==> config.mk <==
export PLATFORM = sky130hd
export DESIGN_NAME = rom_reader
export DESIGN_NICKNAME = d
export VERILOG_FILES = /design/src/rtl/rom_reader.sv
export SDC_FILE = /design/constraint.sdc
export NUM_CORES = 1
export LEC_CHECK = 0
export CORE_UTILIZATION = 41
export DETAILED_ROUTE_END_ITERATION = 6
export HOLD_SLACK_MARGIN = 0.05
export PLACE_DENSITY = 0.81
export SLEW_MARGIN = 10
export SYNTH_ARGS = -nofsm -noshare
export SYNTH_HDL_FRONTEND = slang
export SYNTH_SLANG_ARGS = --single-unit
==> constraint.sdc <==
create_clock -name clk -period 2.3 [get_ports clk]
set_input_delay 0.69 -clock clk [delete_from_list [all_inputs] [get_ports clk]]
set_output_delay 0.69 -clock clk [all_outputs]
set_load 0.03 [all_outputs]
==> src/rtl/rom_reader.sv <==
// ---------------------------------------------------------------------------
// rom_reader
//   Read-side initiator for a synchronous ROM with a registered read port
//   (one cycle of latency). On start it walks an address range from
//   first_addr up to last_addr inclusive. The address wraps from the top
//   of the ROM back to zero. Each word is delivered on a valid/ready stream,
//   and a running checksum of every delivered word is kept.
//
//   state   | meaning
//   --------+-----------------------------------------------------------
//   IDLE    | waiting for start; rom_addr and checksum hold
//   WAIT    | ROM samples rom_addr at this edge
//   LATCH   | rom_data is valid; capture it into out_data
//   PRESENT | out_valid high until out_ready accepts the word
//   DONE    | done pulse for one cycle; busy drops on exit
//
// Ports
//   clk         system clock, rising edge
//   rst_n       asynchronous active-low reset
//   start       scan request, sampled only in IDLE
//   abort       synchronous cancel of a running scan
//   first_addr  first scan address, sampled with start
//   last_addr   last scan address (inclusive), sampled with start
//   rom_addr    registered ROM address
//   rom_data    ROM read data, one cycle after rom_addr is sampled
//   out_data    delivered word
//   out_valid   out_data valid
//   out_ready   downstream accept
//   busy        scan in progress
//   done        one-cycle pulse after the last transfer
//   checksum    modular sum of the words transferred in the current or last scan
// ---------------------------------------------------------------------------
module rom_reader #(
    parameter int ADDR_W = 3,
    parameter int DATA_W = 4,
    parameter int CSUM_W = 8
) (
    input  logic              clk,
    input  logic              rst_n,
    input  logic              start,
    input  logic              abort,
    input  logic [ADDR_W-1:0] first_addr,
    input  logic [ADDR_W-1:0] last_addr,
    output logic [ADDR_W-1:0] rom_addr,
    input  logic [DATA_W-1:0] rom_data,
    output logic [DATA_W-1:0] out_data,
    output logic              out_valid,
    input  logic              out_ready,
    output logic              busy,
    output logic              done,
    output logic [CSUM_W-1:0] checksum
);

    typedef enum logic [2:0] {
        IDLE    = 3'd0,
        WAIT    = 3'd1,
        LATCH   = 3'd2,
        PRESENT = 3'd3,
        DONE    = 3'd4
    } state_t;

    state_t            state, state_d;
    logic [ADDR_W-1:0] last_q, last_d;
    logic [ADDR_W-1:0] rom_addr_d;
    logic [DATA_W-1:0] out_data_d;
    logic              out_valid_d;
    logic              busy_d;
    logic              done_d;
    logic [CSUM_W-1:0] checksum_d;

    always_ff @(posedge clk or negedge rst_n) begin
        if (!rst_n) begin
            state     <= IDLE;
            last_q    <= '0;
            rom_addr  <= '0;
            out_data  <= '0;
            out_valid <= 1'b0;
            busy      <= 1'b0;
            done      <= 1'b0;
            checksum  <= '0;
        end else begin
            state     <= state_d;
            last_q    <= last_d;
            rom_addr  <= rom_addr_d;
            out_data  <= out_data_d;
            out_valid <= out_valid_d;
            busy      <= busy_d;
            done      <= done_d;
            checksum  <= checksum_d;
        end
    end

    always_comb begin
        state_d     = state;
        last_d      = last_q;
        rom_addr_d  = rom_addr;
        out_data_d  = out_data;
        out_valid_d = out_valid;
        busy_d      = busy;
        done_d      = 1'b0;
        checksum_d  = checksum;

        case (state)
            IDLE: begin
                if (start) begin
                    last_d     = last_addr;
                    rom_addr_d = first_addr;
                    checksum_d = '0;
                    busy_d     = 1'b1;
                    state_d    = WAIT;
                end
            end
            WAIT: begin
                if (abort) begin
                    out_valid_d = 1'b0;
                    busy_d      = 1'b0;
                    state_d     = IDLE;
                end else begin
                    state_d = LATCH;
                end
            end
            LATCH: begin
                if (abort) begin
                    out_valid_d = 1'b0;
                    busy_d      = 1'b0;
                    state_d     = IDLE;
                end else begin
                    out_data_d  = rom_data;
                    out_valid_d = 1'b1;
                    state_d     = PRESENT;
                end
            end
            PRESENT: begin
                // abort wins over a simultaneous handshake: the word is not counted
                if (abort) begin
                    out_valid_d = 1'b0;
                    busy_d      = 1'b0;
                    state_d     = IDLE;
                end else if (out_ready) begin
                    checksum_d  = checksum + CSUM_W'(out_data);
                    out_valid_d = 1'b0;
                    // rom_addr still holds the address of the word just transferred
                    if (rom_addr == last_q) begin
                        done_d  = 1'b1;
                        state_d = DONE;
                    end else begin
                        rom_addr_d = rom_addr + ADDR_W'(1);
                        state_d    = WAIT;
                    end
                end
            end
            DONE: begin
                busy_d  = 1'b0;
                state_d = IDLE;
            end
            default: begin
                out_valid_d = 1'b0;
                busy_d      = 1'b0;
                state_d     = IDLE;
            end
        endcase
    end

endmodule

==> results of run 1 <==
## kinds of logic after synthesis
logic type	synth area share, %
mux	5.26
fa+ha+maj	6.43
xor+xnor	3.41
compound gates	18.8
buf+inv	2.82
simple gates	16.6
flops	46.7
## stage by stage
| stage | instances | setup TNS (ps) | utilization, % | setup slack [ps] |
|---|---|---|---|---|
| 6_report | 199 | 0 | 60.7 | 115 |
| 5_1_grt | 199 | 0 | 60.7 | 45.7 |
| 4_1_cts | 199 | 0 | 60.7 | 102 |
| 3_5_place_dp | 195 | -4.68 | 59.4 | -4.68 |
| 3_3_place_gp | 195 | 0 | 59.4 | 42.2 |
| 2_1_floorplan | 126 | 0 | - | 476 |
## flip-flops by register name (all words and copies together), names as in the netlist
register / count
checksum: 8
out_valid: 1
done: 1
rom_addr: 3
busy: 1
last_q: 3
out_data: 4
state: 3
## power by group through the flow
| stage | combinational (mW) | sequential, mW | clock [mW] |
|---|---|---|---|
| after global placement | 0.861 | 0.676 | 0 |
| after CTS | 0.898 | 0.675 | 0.228 |
| after floorplan | 0.409 | 0.831 | 0 |
| after detailed placement | 0.895 | 0.685 | 0 |
| final | 0.895 | 0.673 | 0.221 |
| after global routing | 0.968 | 0.699 | 0.242 |
## layout by cell type, fill, tap and decap left out, types with 2 or more instances in the layout
| cell | synthesis | layout |
|---|---|---|
| a211o_1 | 2 | 2 |
| a21o_1 | 3 | 3 |
| a21oi_1 | 9 | 9 |
| a31oi_1 | 2 | 2 |
| buf_4 | 1 | 11 |
| clkbuf_4 | 0 | 3 |
| clkdlybuf4s50_1 | 0 | 32 |
| dfrtp_1 | 24 | 24 |
| ha_1 | 5 | 5 |
| mux2_2 | 6 | 6 |
| nand2_1 | 19 | 19 |
| nand3_1 | 3 | 3 |
| nor2_1 | 9 | 9 |
| nor2b_1 | 2 | 2 |
| o21ai_0 | 9 | 9 |
| o31ai_1 | 3 | 3 |
| or3_1 | 3 | 3 |
| xnor2_1 | 4 | 4 |
## worst register-to-register path: stages (launching register included)
cell and delay [ps]:
dfrtp_1 420, ha_1 260, fa_1 430, a21o_1 200, a21oi_1 270, o21ai_0 140, a21oi_1 150
## cell type report
| class | count | area share [%] |
|---|---|---|
| clock buffers | 4 | 2.10 |
| flip-flops and latches | 24 | 34.7 |
| multi-input cells | 96 | 37.5 |
| inverters | 1 | 0.217 |
| well taps | 31 | 2.24 |
| repair buffers | 43 | 23.3 |
## layer usage
metal / vias to the layer above / part of all wire, % / track usage [%]
li1: 538 / - / -
met1: 528 / 45 / 24.9
met2: 27 / 50 / 30.9
met3: 4 / 4.3 / 4.24
met4: 0 / 1.2 / 5.10
met5: - / 0 / 0
## worst max path at each step
stage | from | endpoint | slack [ps] | cells after the start
floorplan | out_data[0]$_DFFE_PN0P_ | checksum[4]$_DFFE_PN0P_ | 480 | 6
global placement | abort | checksum[4]$_DFFE_PN0P_ | 40 | 6
detailed placement | abort | checksum[4]$_DFFE_PN0P_ | -5 | 6
CTS | rom_addr[0]$_DFFE_PN0P_ | rom_addr[0] | 100 | 1
global route | rom_addr[0]$_DFFE_PN0P_ | rom_addr[0] | 50 | 1
finish | rom_addr[0]$_DFFE_PN0P_ | rom_addr[0] | 110 | 1
==> metrics.txt, run 1 <==
cell family with most CP delay buffers and inverters; cell internal pwr 1.06 mW; worst slew pin tran 327 ps; largest area contributor in the netlist dfrtp_1; Top FF cell, synth dfrtp_1; CTS clk-pin slew, worst paths 130 ps; Required @ worst endpoint 1610 ps; Max Cap Violations 0; Hold Path Sink out_valid$_DFFE_PN0P_; final wirelength 2900 um; critical-path cell list clkdlybuf4s50_1; core area 2850 um2; first-pass detailed-route iteration total 6; ANT cells 0; Post-CTS Resized 0; CP max stage delay 710 ps; row cnt 19; Pleak 0.765 nW; Seq pwr share 37.6%; Post-synth EDFFs 0; vias in the first global route 1042; Clock Power Share 12.4%; area occupied by multi-input gates 648 um2; RSZ-0062 raised after global routing no; Post-DP HPWL 2250 um; CTS root buffer clkbuf_4; clk sinks 24; Die Span Y 58.0 um; Ys Warns 0; Clock Path Buffers 2; ranking of synthesized cells by area dfrtp_1, nand2_1, mux2_2; Setup crit end kind output pin; Post-synth top cells dfrtp_1, nand2_1, a21oi_1, nor2_1, o21ai_0; overall global routing resource usage 18.7%; max_slew headroom 78.1%; unique cell type count in the Yosys netlist 37; GP Congestion 0.809; source-to-sink clock delay at the later pin of the worst-skew pair 320 ps; share of cells above drive strength 1 14.9%; synthesized cell area 1280 um2; Slew Limit Fails 0; CTS H-tree lvls 1; Crit Path Max Fanout 6; combinational power share 50.0%; Final ANT Viol Nets 0; synthesis-stage register bit count 24; final hold vios 0; worst r2r src out_data[0]$_DFFE_PN0P_; R2R Path End checksum[4]$_DFFE_PN0P_; final instance area 1730 um2; routed via count 1097; CTS tree done; syn_area_per_cell 10.2 um2; largest net degree at the start of global routing 25; Final setup viols 0; count leader, synth dfrtp_1; Slowest-stage cell, CP clkdlybuf4s50_1; violated checks DRC; Vias/cell 5.51; post-route minimum period 2190 ps; Max rail drop VDD 428 uV; # DRC 1; top achievable clock speed 0.458 GHz; hold depth 1; first-pass GRT wire length 4770 um; hold_buf cts 0; outcome finished, violations left; Crit Path Class reg -> out; DP Area 1690 um2; Initial Util 45.0%; Final nets 190; initial antenna violation count 0; CP arrival 1500 ps; # port buffers 32; HP Class reg -> reg; Worst Path Buf+Inv 1; FILL cells 240; # IOs 33; syn_nets 147; top cell type's share of synthesized area 46.7%; Num CTS Buffers 3; GRT Residual Overflow 0; Post-CTS Setup Bufs 0; Die Footprint 3360 um2; Mapped Cells 126; initial drt markers 54; chip width 58.0 um; storage element area 601 um2; FFs w/ async S/R, synth 100%; switching fraction of total power 40.7%; worst hold slack 493 ps; CP Launch Type flop; Layout area overhead 34.7%; skew final 6.67 ps; post-synthesis sequential area ratio 46.7%; HP Start out_valid$_DFFE_PN0P_; switching power 0.729 mW; Power Density 1030 nW/um2; R2R Setup Slk 350 ps; WL/cell 14.6 um; PnR Total Power 1.79 mW; Tcrit/Tclk final 95.0%; FF-to-FF path depth 6
Power figures use the tool's default switching activity.
==> run 2: changes to the inputs <==
MAX_ROUTING_LAYER = met4   (was unset)
RECOVER_POWER = 100   (was unset)
==> run 2 against run 1 <==
Against the previous run:
- the run still ends with DRC left
- worst setup slack got worse by 31 ps
- design area fell by 1.4%
- combinational power fell by 4.0%
- sequential share of layout area rose by 0.48 points
- critical path type unchanged
- critical endpoint is now checksum[5]
==> metrics.txt, run 2 (synthesis results as in run 1) <==
Final ANT Viol Nets 0; CP Launch Type flop; FILL cells 248; Layout area overhead 32.8%; Post-CTS Resized 0; Slowest-stage cell, CP dlygate4sd3_1; post-route minimum period 2220 ps; Final Non-Filler Cells 199; ANT cells 0; chip width 58.0 um; Max rail drop VDD 423 uV; row cnt 19; Post-DP HPWL 2250 um; first-pass GRT wire length 4740 um; max_slew headroom 14.9%; Final setup viols 0; final instance area 1710 um2; Post-CTS Setup Bufs 0; number of flip-flops in the largest register 8; Die Span Y 58.0 um; initial antenna violation count 0; vias in the first global route 1036; Required @ worst endpoint 1610 ps; Tcrit/Tclk final 96.3%; leading registers by flop count checksum: 8 flops, out_data: 4 flops; Die Footprint 3360 um2; RSZ-0062 raised after global routing no; # port buffers 32; violated checks DRC; critical-path cell list dlygate4sd3_1; top achievable clock speed 0.451 GHz; Clock Path Buffers 2; CTS tree done; Final nets 190; Num CTS Buffers 3; Crit Path Max Fanout 5; final wirelength 2890 um; commonest non-fill, non-tap cell in the layout dfrtp_1; core area 2850 um2; Worst Path Buf+Inv 1; clk sinks 24; Power Density 1030 nW/um2; Vias/cell 5.54; DP Area 1690 um2; GP Congestion 0.820; TNS Setup 0 ps; most flop-heavy register checksum; Initial Util 45.0%; storage element area 601 um2; source-to-sink clock delay at the later pin of the worst-skew pair 320 ps; CTS root buffer clkbuf_4; # IOs 33; R2R Setup Slk 370 ps; first-pass detailed-route iteration total 7; CP max stage delay 760 ps; initial drt markers 47; area occupied by multi-input gates 643 um2; cell total after placement 195; Pleak 0.782 nW; Setup crit end kind output pin; worst hold slack 488 ps; final hold vios 0; GRT Residual Overflow 0; Slew Limit Fails 0; Max Cap Violations 0; skew final 1.70 ps; # DRC 1; cell family with most CP delay buffers and inverters; Crit Path Class reg -> out; HP Class reg -> reg; largest net degree at the start of global routing 25; most frequent cells in the layout dfrtp_1, nand2_1, dlygate4sd3_1; outcome finished, violations left; hold_buf cts 0; Final Core Density 59.8%; share of cells above drive strength 1 11.3%; CTS H-tree lvls 1; WL/cell 14.5 um; CP arrival 1530 ps; overall global routing resource usage 19.2%; worst slew pin tran 1280 ps; routed via count 1103; CTS clk-pin slew, worst paths 130 ps
-- run 2: final timing paths --
path,from,to,depth (start not counted)
min in group asynchronous,rst_n,out_data[1]$_DFFE_PN0P_,2
worst max-delay path,checksum[5]$_DFFE_PN0P_,checksum[5],1
worst max register to register,out_data[0]$_DFFE_PN0P_,checksum[4]$_DFFE_PN0P_,6
max in group asynchronous,rst_n,rom_addr[0]$_DFFE_PN0P_,2
worst min-delay path,out_valid$_DFFE_PN0P_,out_valid$_DFFE_PN0P_,1
worst min register to register,out_valid$_DFFE_PN0P_,out_valid$_DFFE_PN0P_,1
-- run 2: worst register-to-register path, stage by stage, from the launching register on --
cell	delay, ps
dfrtp_1	420
ha_1	260
fa_1	430
a21o_1	200
a21oi_1	270
o21ai_0	140
a21oi_1	150
-- run 2: final cells by class --
type | count | share of cell area (%)
tap | 31 | 2.27
multi-input combinational | 96 | 37.7
clock buffer | 4 | 2.13
timing repair buffer | 43 | 22.5
inverter | 1 | 0.220
sequential | 24 | 35.2
-- run 2: metal layers --
metal	share of wire (%)	global-route usage, %	vias to the layer above
met3	3.9	4.02	2
met1	46	24.7	531
met4	0.93	5.10	0
met2	49	30.9	32
met5	0	-	-
li1	-	-	538
-- run 2: metrics by stage --
step	power [mW]	setup WS, ps
global placement	1.54	42.2
floorplan	1.24	476
finish	1.75	84.0
detailed placement	1.58	-4.68
global route	1.87	35.8
CTS	1.80	102
-- run 2: power breakdown --
| part | switching [mW] | total [mW] | internal, mW |
|---|---|---|---|
| Combinational | 0.472 | 0.859 | 0.386 |
| Clock | 0.128 | 0.225 | 0.0968 |
| Sequential | 0.126 | 0.668 | 0.542 |
| Total | 0.727 | 1.75 | 1.03 |
